File: config.mk
export PLATFORM = sky130hd
export DESIGN_NAME = nibble_serial_adder_ctrl
export DESIGN_NICKNAME = d
export VERILOG_FILES = /design/src/rtl/nibble_serial_adder_ctrl.sv
export SDC_FILE = /design/constraint.sdc
export NUM_CORES = 1
export LEC_CHECK = 0
export CAP_MARGIN = 20
export CORE_MARGIN = 10
export CORE_UTILIZATION = 40
export DETAILED_ROUTE_END_ITERATION = 7
export GPL_TIMING_DRIVEN = 0
export PLACE_DENSITY_LB_ADDON = 0.25
export RECOVER_POWER = 25
export SLEW_MARGIN = 0
export SYNTH_ARGS = -nofsm -noshare
export SYNTH_HDL_FRONTEND = slang
export SYNTH_SLANG_ARGS = --single-unit
export TNS_END_PERCENT = 10
File: constraint.sdc
create_clock -name clk -period 2.68 [get_ports clk]
set_clock_uncertainty 0.1 [all_clocks]
set_input_delay 0.402 -clock clk [delete_from_list [all_inputs] [get_ports clk]]
set_output_delay 0.402 -clock clk [all_outputs]
set_load 0.02 [all_outputs]
File: src/rtl/nibble_serial_adder_ctrl.sv
// nibble_serial_adder_ctrl
// Performs a WIDTH-bit two's-complement add with a single 4-bit ripple slice.
// The slice is reused over WIDTH/4 cycles, least significant nibble first,
// and the carry is held in a register between nibbles.
// WIDTH must be a multiple of 4 and at least 8.
//
// Optional feature: define NIBBLE_SERIAL_SUB_EN to add a 'sub' input.
// When sub=1 on the accept edge, the block computes a-b: it loads ~b and
// starts with a carry-in of 1. In that mode carryout=1 means no borrow.
//
// Handshake semantics (both sides):
//   A transfer happens on a rising edge where valid && ready are both 1.
//   start_ready is high only in IDLE. Operands are captured solely on the
//   accept edge.
//   result_valid is high only in DONE. sum and flags stay stable until the
//   consumer takes them (result_ready=1). After that they hold their values
//   until the next accept.
//   The FSM state is held in the enum register 'state'.

module nibble_serial_adder_ctrl #(
  parameter int WIDTH = 16
) (
  input  logic             clk,
  input  logic             reset_n,
  input  logic             start_valid,
  output logic             start_ready,
  input  logic [WIDTH-1:0] a,
  input  logic [WIDTH-1:0] b,
`ifdef NIBBLE_SERIAL_SUB_EN
  input  logic             sub,
`endif
  output logic             result_valid,
  input  logic             result_ready,
  output logic [WIDTH-1:0] sum,
  output logic             carryout,
  output logic             overflow,
  output logic             busy
);

  localparam int NIBBLES = WIDTH / 4;
  localparam int CW      = $clog2(NIBBLES);

  typedef enum logic [1:0] {
    IDLE = 2'd0,
    RUN  = 2'd1,
    DONE = 2'd2
  } state_t;

  state_t           state;
  logic [CW-1:0]    cnt;
  logic             carry;
  logic [WIDTH-1:0] a_sr;
  logic [WIDTH-1:0] b_sr;
  logic [WIDTH-1:0] res;
  logic             sub_eff;

`ifdef NIBBLE_SERIAL_SUB_EN
  assign sub_eff = sub;
`else
  assign sub_eff = 1'b0;
`endif

  // 4-bit ripple slice on the low nibble of the operand shift registers.
  // The carries are unrolled so that c3 (the carry into bit 3) is visible.
  // The overflow flag needs c3.
  logic [3:0] sl_g;
  logic [3:0] sl_p;
  logic       sl_c1;
  logic       sl_c2;
  logic       sl_c3;
  logic       sl_c4;
  logic [3:0] sl_sum;

  assign sl_g   = a_sr[3:0] & b_sr[3:0];
  assign sl_p   = a_sr[3:0] ^ b_sr[3:0];
  assign sl_c1  = sl_g[0] | (sl_p[0] & carry);
  assign sl_c2  = sl_g[1] | (sl_p[1] & sl_c1);
  assign sl_c3  = sl_g[2] | (sl_p[2] & sl_c2);
  assign sl_c4  = sl_g[3] | (sl_p[3] & sl_c3);
  assign sl_sum = sl_p ^ {sl_c3, sl_c2, sl_c1, carry};

  assign start_ready  = (state == IDLE);
  assign result_valid = (state == DONE);
  assign busy         = (state != IDLE);
  assign sum          = res;

  // Sequencer: accept operands, run one slice pass per edge, hold result.
  always_ff @(posedge clk or negedge reset_n) begin
    if (!reset_n) begin
      state    <= IDLE;
      cnt      <= '0;
      carry    <= 1'b0;
      a_sr     <= '0;
      b_sr     <= '0;
      res      <= '0;
      carryout <= 1'b0;
      overflow <= 1'b0;
    end else begin
      case (state)
        IDLE: begin
          if (start_valid) begin
            a_sr     <= a;
            b_sr     <= b ^ {WIDTH{sub_eff}};
            carry    <= sub_eff;
            res      <= '0;
            carryout <= 1'b0;
            overflow <= 1'b0;
            cnt      <= '0;
            state    <= RUN;
          end
        end
        RUN: begin
          res   <= {sl_sum, res[WIDTH-1:4]};
          a_sr  <= a_sr >> 4;
          b_sr  <= b_sr >> 4;
          carry <= sl_c4;
          cnt   <= cnt + CW'(1);
          if (cnt == CW'(NIBBLES - 1)) begin
            carryout <= sl_c4;
            overflow <= sl_c4 ^ sl_c3;
            state    <= DONE;
          end
        end
        DONE: begin
          if (result_ready) begin
            state <= IDLE;
          end
        end
        default: state <= IDLE;
      endcase
    end
  end

endmodule
### Word-level counts from Yosys, hierarchy flattened

Cells that the tools add are included.

* register bits: 55
* bits of input ports: 36

* add/sub/neg operators: 1
* equal/unequal tests: 6
* multiplexer cells: 18
* bitwise gates (word level): 12
* reduce and logical (&&, ||, !) cells: 6

Operators by type and width (count)
* $pmux 16 s2: 3
* $mux 16: 3
* $mux 2: 4
* $xor 4x4->4: 2
* $pmux 1 s2: 3
* $pmux 2 s3: 1
* $reduce_and 3->1: 2
* $and 1x1->1: 4
* $and 4x4->4: 1
* $eq 2x2->1 const B: 2
* $ne 2x2->1 const B: 2
* $or 1x1->1: 4
* $pmux 2 s2: 1
* $reduce_bool 2->1: 2
* $mux 1: 3
* $add 2x1->2 const B: 1
* $eq 2x1->1 const B: 1
* $logic_not 2->1: 1
* $ne 2x1->1 const B: 1
* $reduce_and 2->1: 1
* $xor 1x1->1: 1

### Depth between registers and ports, before layout

Gate-level depths: netlist of run 1.

* depth in word-level cells: 12
* depth in mapped cells: 7

### Worst setup path after synthesis of run 1

OpenSTA, ideal clock, no wires.

* path type: reg2reg
* start: register a_sr[0]
* end: register carryout
* setup time: 0.066 ns
* data arrival time: 2.102 ns
* required time: 2.514 ns
* setup slack: 0.412 ns
* cell stages (with the launch flop): 8
* buffers on the path: 0
* period minus slack after synthesis: 2.268 ns
* cells stage by stage: dfrtp_1 fa_1 inv_1 fa_1 fa_1 fa_1 o31ai_1 a22o_1

* word-level cells in the longest chain between the ends: 11
* elaborated cells between the ends (all ways): 12

Ends and longest elaborated chain
* start: declaration: RTL line 52 `logic [WIDTH-1:0] a_sr;`
* start signal: assignment: RTL line 114 `a_sr <= a_sr >> 4;`
* $xor 4x4->4: RTL line 75 `assign sl_p = a_sr[3:0] ^ b_sr[3:0];`
* $and 1x1->1: RTL line 76 `assign sl_c1 = sl_g[0] | (sl_p[0] & carry);`
* $or 1x1->1 *: RTL line 76
* $and 1x1->1 *: RTL line 77 `assign sl_c2 = sl_g[1] | (sl_p[1] & sl_c1);`
* $or 1x1->1 *: RTL line 77
* $and 1x1->1 *: RTL line 78 `assign sl_c3 = sl_g[2] | (sl_p[2] & sl_c2);`
* $or 1x1->1 *: RTL line 78
* $and 1x1->1 *: RTL line 79 `assign sl_c4 = sl_g[3] | (sl_p[3] & sl_c3);`
* $or 1x1->1 *: RTL line 79
* $mux 1 *: RTL line 118 `if (cnt == CW'(NIBBLES - 1)) begin`
* $pmux 1 s2 *: RTL line 99 `case (state)`
* end signal: assignment: RTL line 119 `carryout <= sl_c4;`
* end: declaration: RTL line 35 `output logic carryout,`

Mark *: on every way between the ends. The rest lies on a longest branch, timed or not. The select of a mux whose other input is x is not followed.
A chain may end at the register's enable or synchronous reset.

### Worst setup path after layout of run 1

Same ends and word-level chain as after synthesis.

==> summary.txt, run 1 <==
most frequent CP cell: fa_1
crit path DAT: 2590 ps
row count: 28
clock buffer depth: 2
hold_ws: 391 ps
Hold WC Path Type: reg -> reg
period utilization: 91.0%
Max Fclk: 410 MHz
reg2reg setup slack: 240 ps
setup violators final: 0
DR vias/cell: 5.36
Die ar.: 0.00987 mm2
peak supply drop: 0.543 mV
Worst R2R End: carryout$_DFFE_PN0P_
Avg WL per Cell: 16.9 um
die width: 99.4 um
Hold Path End: a_sr[1]$_DFFE_PN0P_
later-pin clock latency in the skew report: 310 ps
RSZ-0062 raised after global routing: no
H-Tree Depth: 2
Worst Setup End Kind: flop
Final Core Density: 54.3%
Reg-to-Reg Start: a_sr[0]$_DFFE_PN0P_
worst-path maximum fanout: 3
hold depth: 2
CTS resizes: 0
I/O Buffers: 56
TritonCTS Sinks: 55
vias in the first global route: 2095
sequential fraction of the synthesis area: 54.6%
DRT iter0 DRCs: 61
Core Region: 0.00603 mm2
die height: 99.4 um
register bit total from synthesis: 55
Final min period: 2440 ps
initial antenna violation count: 0
Setup CP Type: reg -> reg
first-pass GRT wire length: 10500 um
remaining antenna violation count: 0
CTS buffer count: 5
Fill cells: 571
RD Place Congestion: 0.826
slowest CP cell: fa_1
Root Buffer: clkbuf_8
leakage power figure: 1.41 nW
GRT overflow: 0
DP HPWL: 4730 um
Mapped Cells: 235
Initial Utilization: 41.8%
P&R area growth vs syn: 30.0%
setup tns final: 0 ps
post-synth cell types: 27
min-delay src: a_sr[1]$_DFFE_PN0P_
Total GRT Usage: 12.9%
syn nets: 276
syn avg cell area: 10.7 um2
Worst setup SP type: flop
ANT cells: 0
DRT Wirelength: 6320 um
reg2reg path depth: 7
Post-route DRC: 0
CTS tree: done
setup bufs post-CTS: 0
max_slew headroom: 18.1%
router iterations before antenna repair: 4
Slew Limit Fails: 0
YS warnings: 0
via count: 2009
status: completed
power per cell area: 1080 mW/mm2
IO Count: 57
layout cells sized above 1: 7.67%
nets: 340
Worst Max-Slew Pin Slew: 1230 ps
CP Cell Sequence: fa_1 -> inv_1 -> fa_1 -> fa_1 -> fa_1 -> o31ai_1 -> a22o_1
Max Cap Viol: 0
Final Hold Fails: 0
CP max stage delay: 460 ps
CP Data Required Time: 2830 ps
Worst-path clk slew: 90 ps
largest net degree at the start of global routing: 35
synthesized area: 0.00252 mm2
-- sequential cells by signal, summed over array words and instances, names as in the netlist --
register,flops
a_sr,16
b_sr,16
sum,16
cnt,2
state,2
carry,1
carryout,1
overflow,1
-- cell usage after synthesis --
library cell	count	share of area (%)
xnor2_1	1	0.35
ha_1	1	0.50
a2bb2oi_1	4	1.4
a22oi_1	23	6.9
nand2b_1	3	0.75
fa_1	4	3.2
a22o_1	19	6.6
buf_1	1	0.15
and2b_1	1	0.30
nand3b_1	1	0.30
clkbuf_1	4	0.60
o21bai_4	1	0.75
nand2_1	20	3.0
and3b_1	1	0.35
inv_1	10	1.5
o31ai_1	1	0.30
nor2_1	1	0.15
nor2b_1	17	4.2
buf_2	7	1.4
dfrtp_1	55	55
buf_4	7	2.1
a21oi_1	16	3.2
nand3_1	1	0.20
o21ai_1	19	3.8
o211ai_1	1	0.30
o21ai_0	15	3.0
or2_2	1	0.25
-- routing by layer --
| metal | vias up | part of all wire [%] | wire (um) | GRT usage, % |
|---|---|---|---|---|
| met2 | 48 | 48 | 3040 | 21.3 |
| met3 | 5 | 6.1 | 388 | 4.15 |
| met5 | - | 0 | 0 | 0 |
| met1 | 997 | 45 | 2830 | 15.7 |
| met4 | 0 | 1.0 | 66 | 3.86 |
| li1 | 959 | - | - | - |
-- cell type report --
type / instances / area, um2 / area share [%]
timing repair buffer: 58 / 584 / 17.8
sequential: 55 / 1380 / 42.0
tap: 75 / 93.8 / 2.87
clock buffer: 7 / 76.3 / 2.33
multi-input combinational: 151 / 998 / 30.5
inverter: 10 / 37.5 / 1.15
buffer: 18 / 103 / 3.13
clock inverter: 1 / 5.00 / 0.153
-- placed cells by master, fill, tap and decap left out, types with 4 or more instances in the layout --
cell type | netlist | routed
dfrtp_1 | 55 | 55
clkbuf_1 | 4 | 7
o21ai_0 | 15 | 15
a21oi_1 | 16 | 16
buf_2 | 7 | 7
buf_4 | 7 | 7
clkbuf_8 | 0 | 5
nor2b_1 | 17 | 17
a2bb2oi_1 | 4 | 4
fa_1 | 4 | 4
inv_1 | 10 | 10
a22oi_1 | 23 | 23
nand2_1 | 20 | 20
a22o_1 | 19 | 19
clkdlybuf4s50_1 | 0 | 55
o21ai_1 | 19 | 19
-- worst max-delay path by stage --
stage                               from              endpoint  slack (ps)
floorplan            a_sr[0]$_DFFE_PN0P_  carryout$_DFFE_PN0P_         410
global placement                 reset_n  a_sr[12]$_DFFE_PN0P_        -640
detailed placement   a_sr[0]$_DFFE_PN0P_  carryout$_DFFE_PN0P_         260
CTS                 state[1]$_DFFE_PN0P_           start_ready          60
global route         a_sr[0]$_DFFE_PN0P_  overflow$_DFFE_PN0P_         130
finish               a_sr[0]$_DFFE_PN0P_  carryout$_DFFE_PN0P_         240
-- per-stage QoR --
step                      cells  setup WS, ps  total power [mW]  area, um2
after global routing        375           134              3.82       3270
final                       375           241              3.53       3270
after detailed placement    367           257              3.14       3190
after floorplan             235           412              2.46       2520
after CTS                   376          58.4              3.58       3280
after global placement      366          -636              3.09       3170
-- critical path, delay by kind of cell (launching register included) --
family / cells / cell delay (ps)
buf+inv: 1 / 50
flops: 1 / 410
fa+ha+maj: 4 / 1450
compound gates: 2 / 370
-- timing repair --
item                       4_1_cts  5_1_grt
setup endpoints to repair        0        1
hold endpoints to repair        21        0
hold buffers                     1        0
-- where the power goes --
part | leakage [nW] | switching [mW] | internal, mW
Sequential | 0.719 | 0.225 | 1.17
Combinational | 0.644 | 0.928 | 0.770
Clock | 0.0422 | 0.257 | 0.184
Total | 1.41 | 1.41 | 2.12
-- cell families after synthesis --
| group | after synthesis | synth area share (%) |
|---|---|---|
| adders and majority gates | 5 | 3.68 |
| xor gates and xnor gates | 1 | 0.348 |
| DFF | 55 | 54.6 |
| AOI/OAI and AO/OA | 99 | 26.1 |
| and+or+nand+nor | 46 | 9.49 |
| buffers and inverters | 29 | 5.71 |
Note: power is estimated with default switching activity, not from simulation.
==> run 2, diff against run 1 <==
- ABC_CLOCK_PERIOD_IN_PS: not set -> 2680
==> results of run 2 <==
The final DEF is identical to that of run 1; final timing and power are the same.
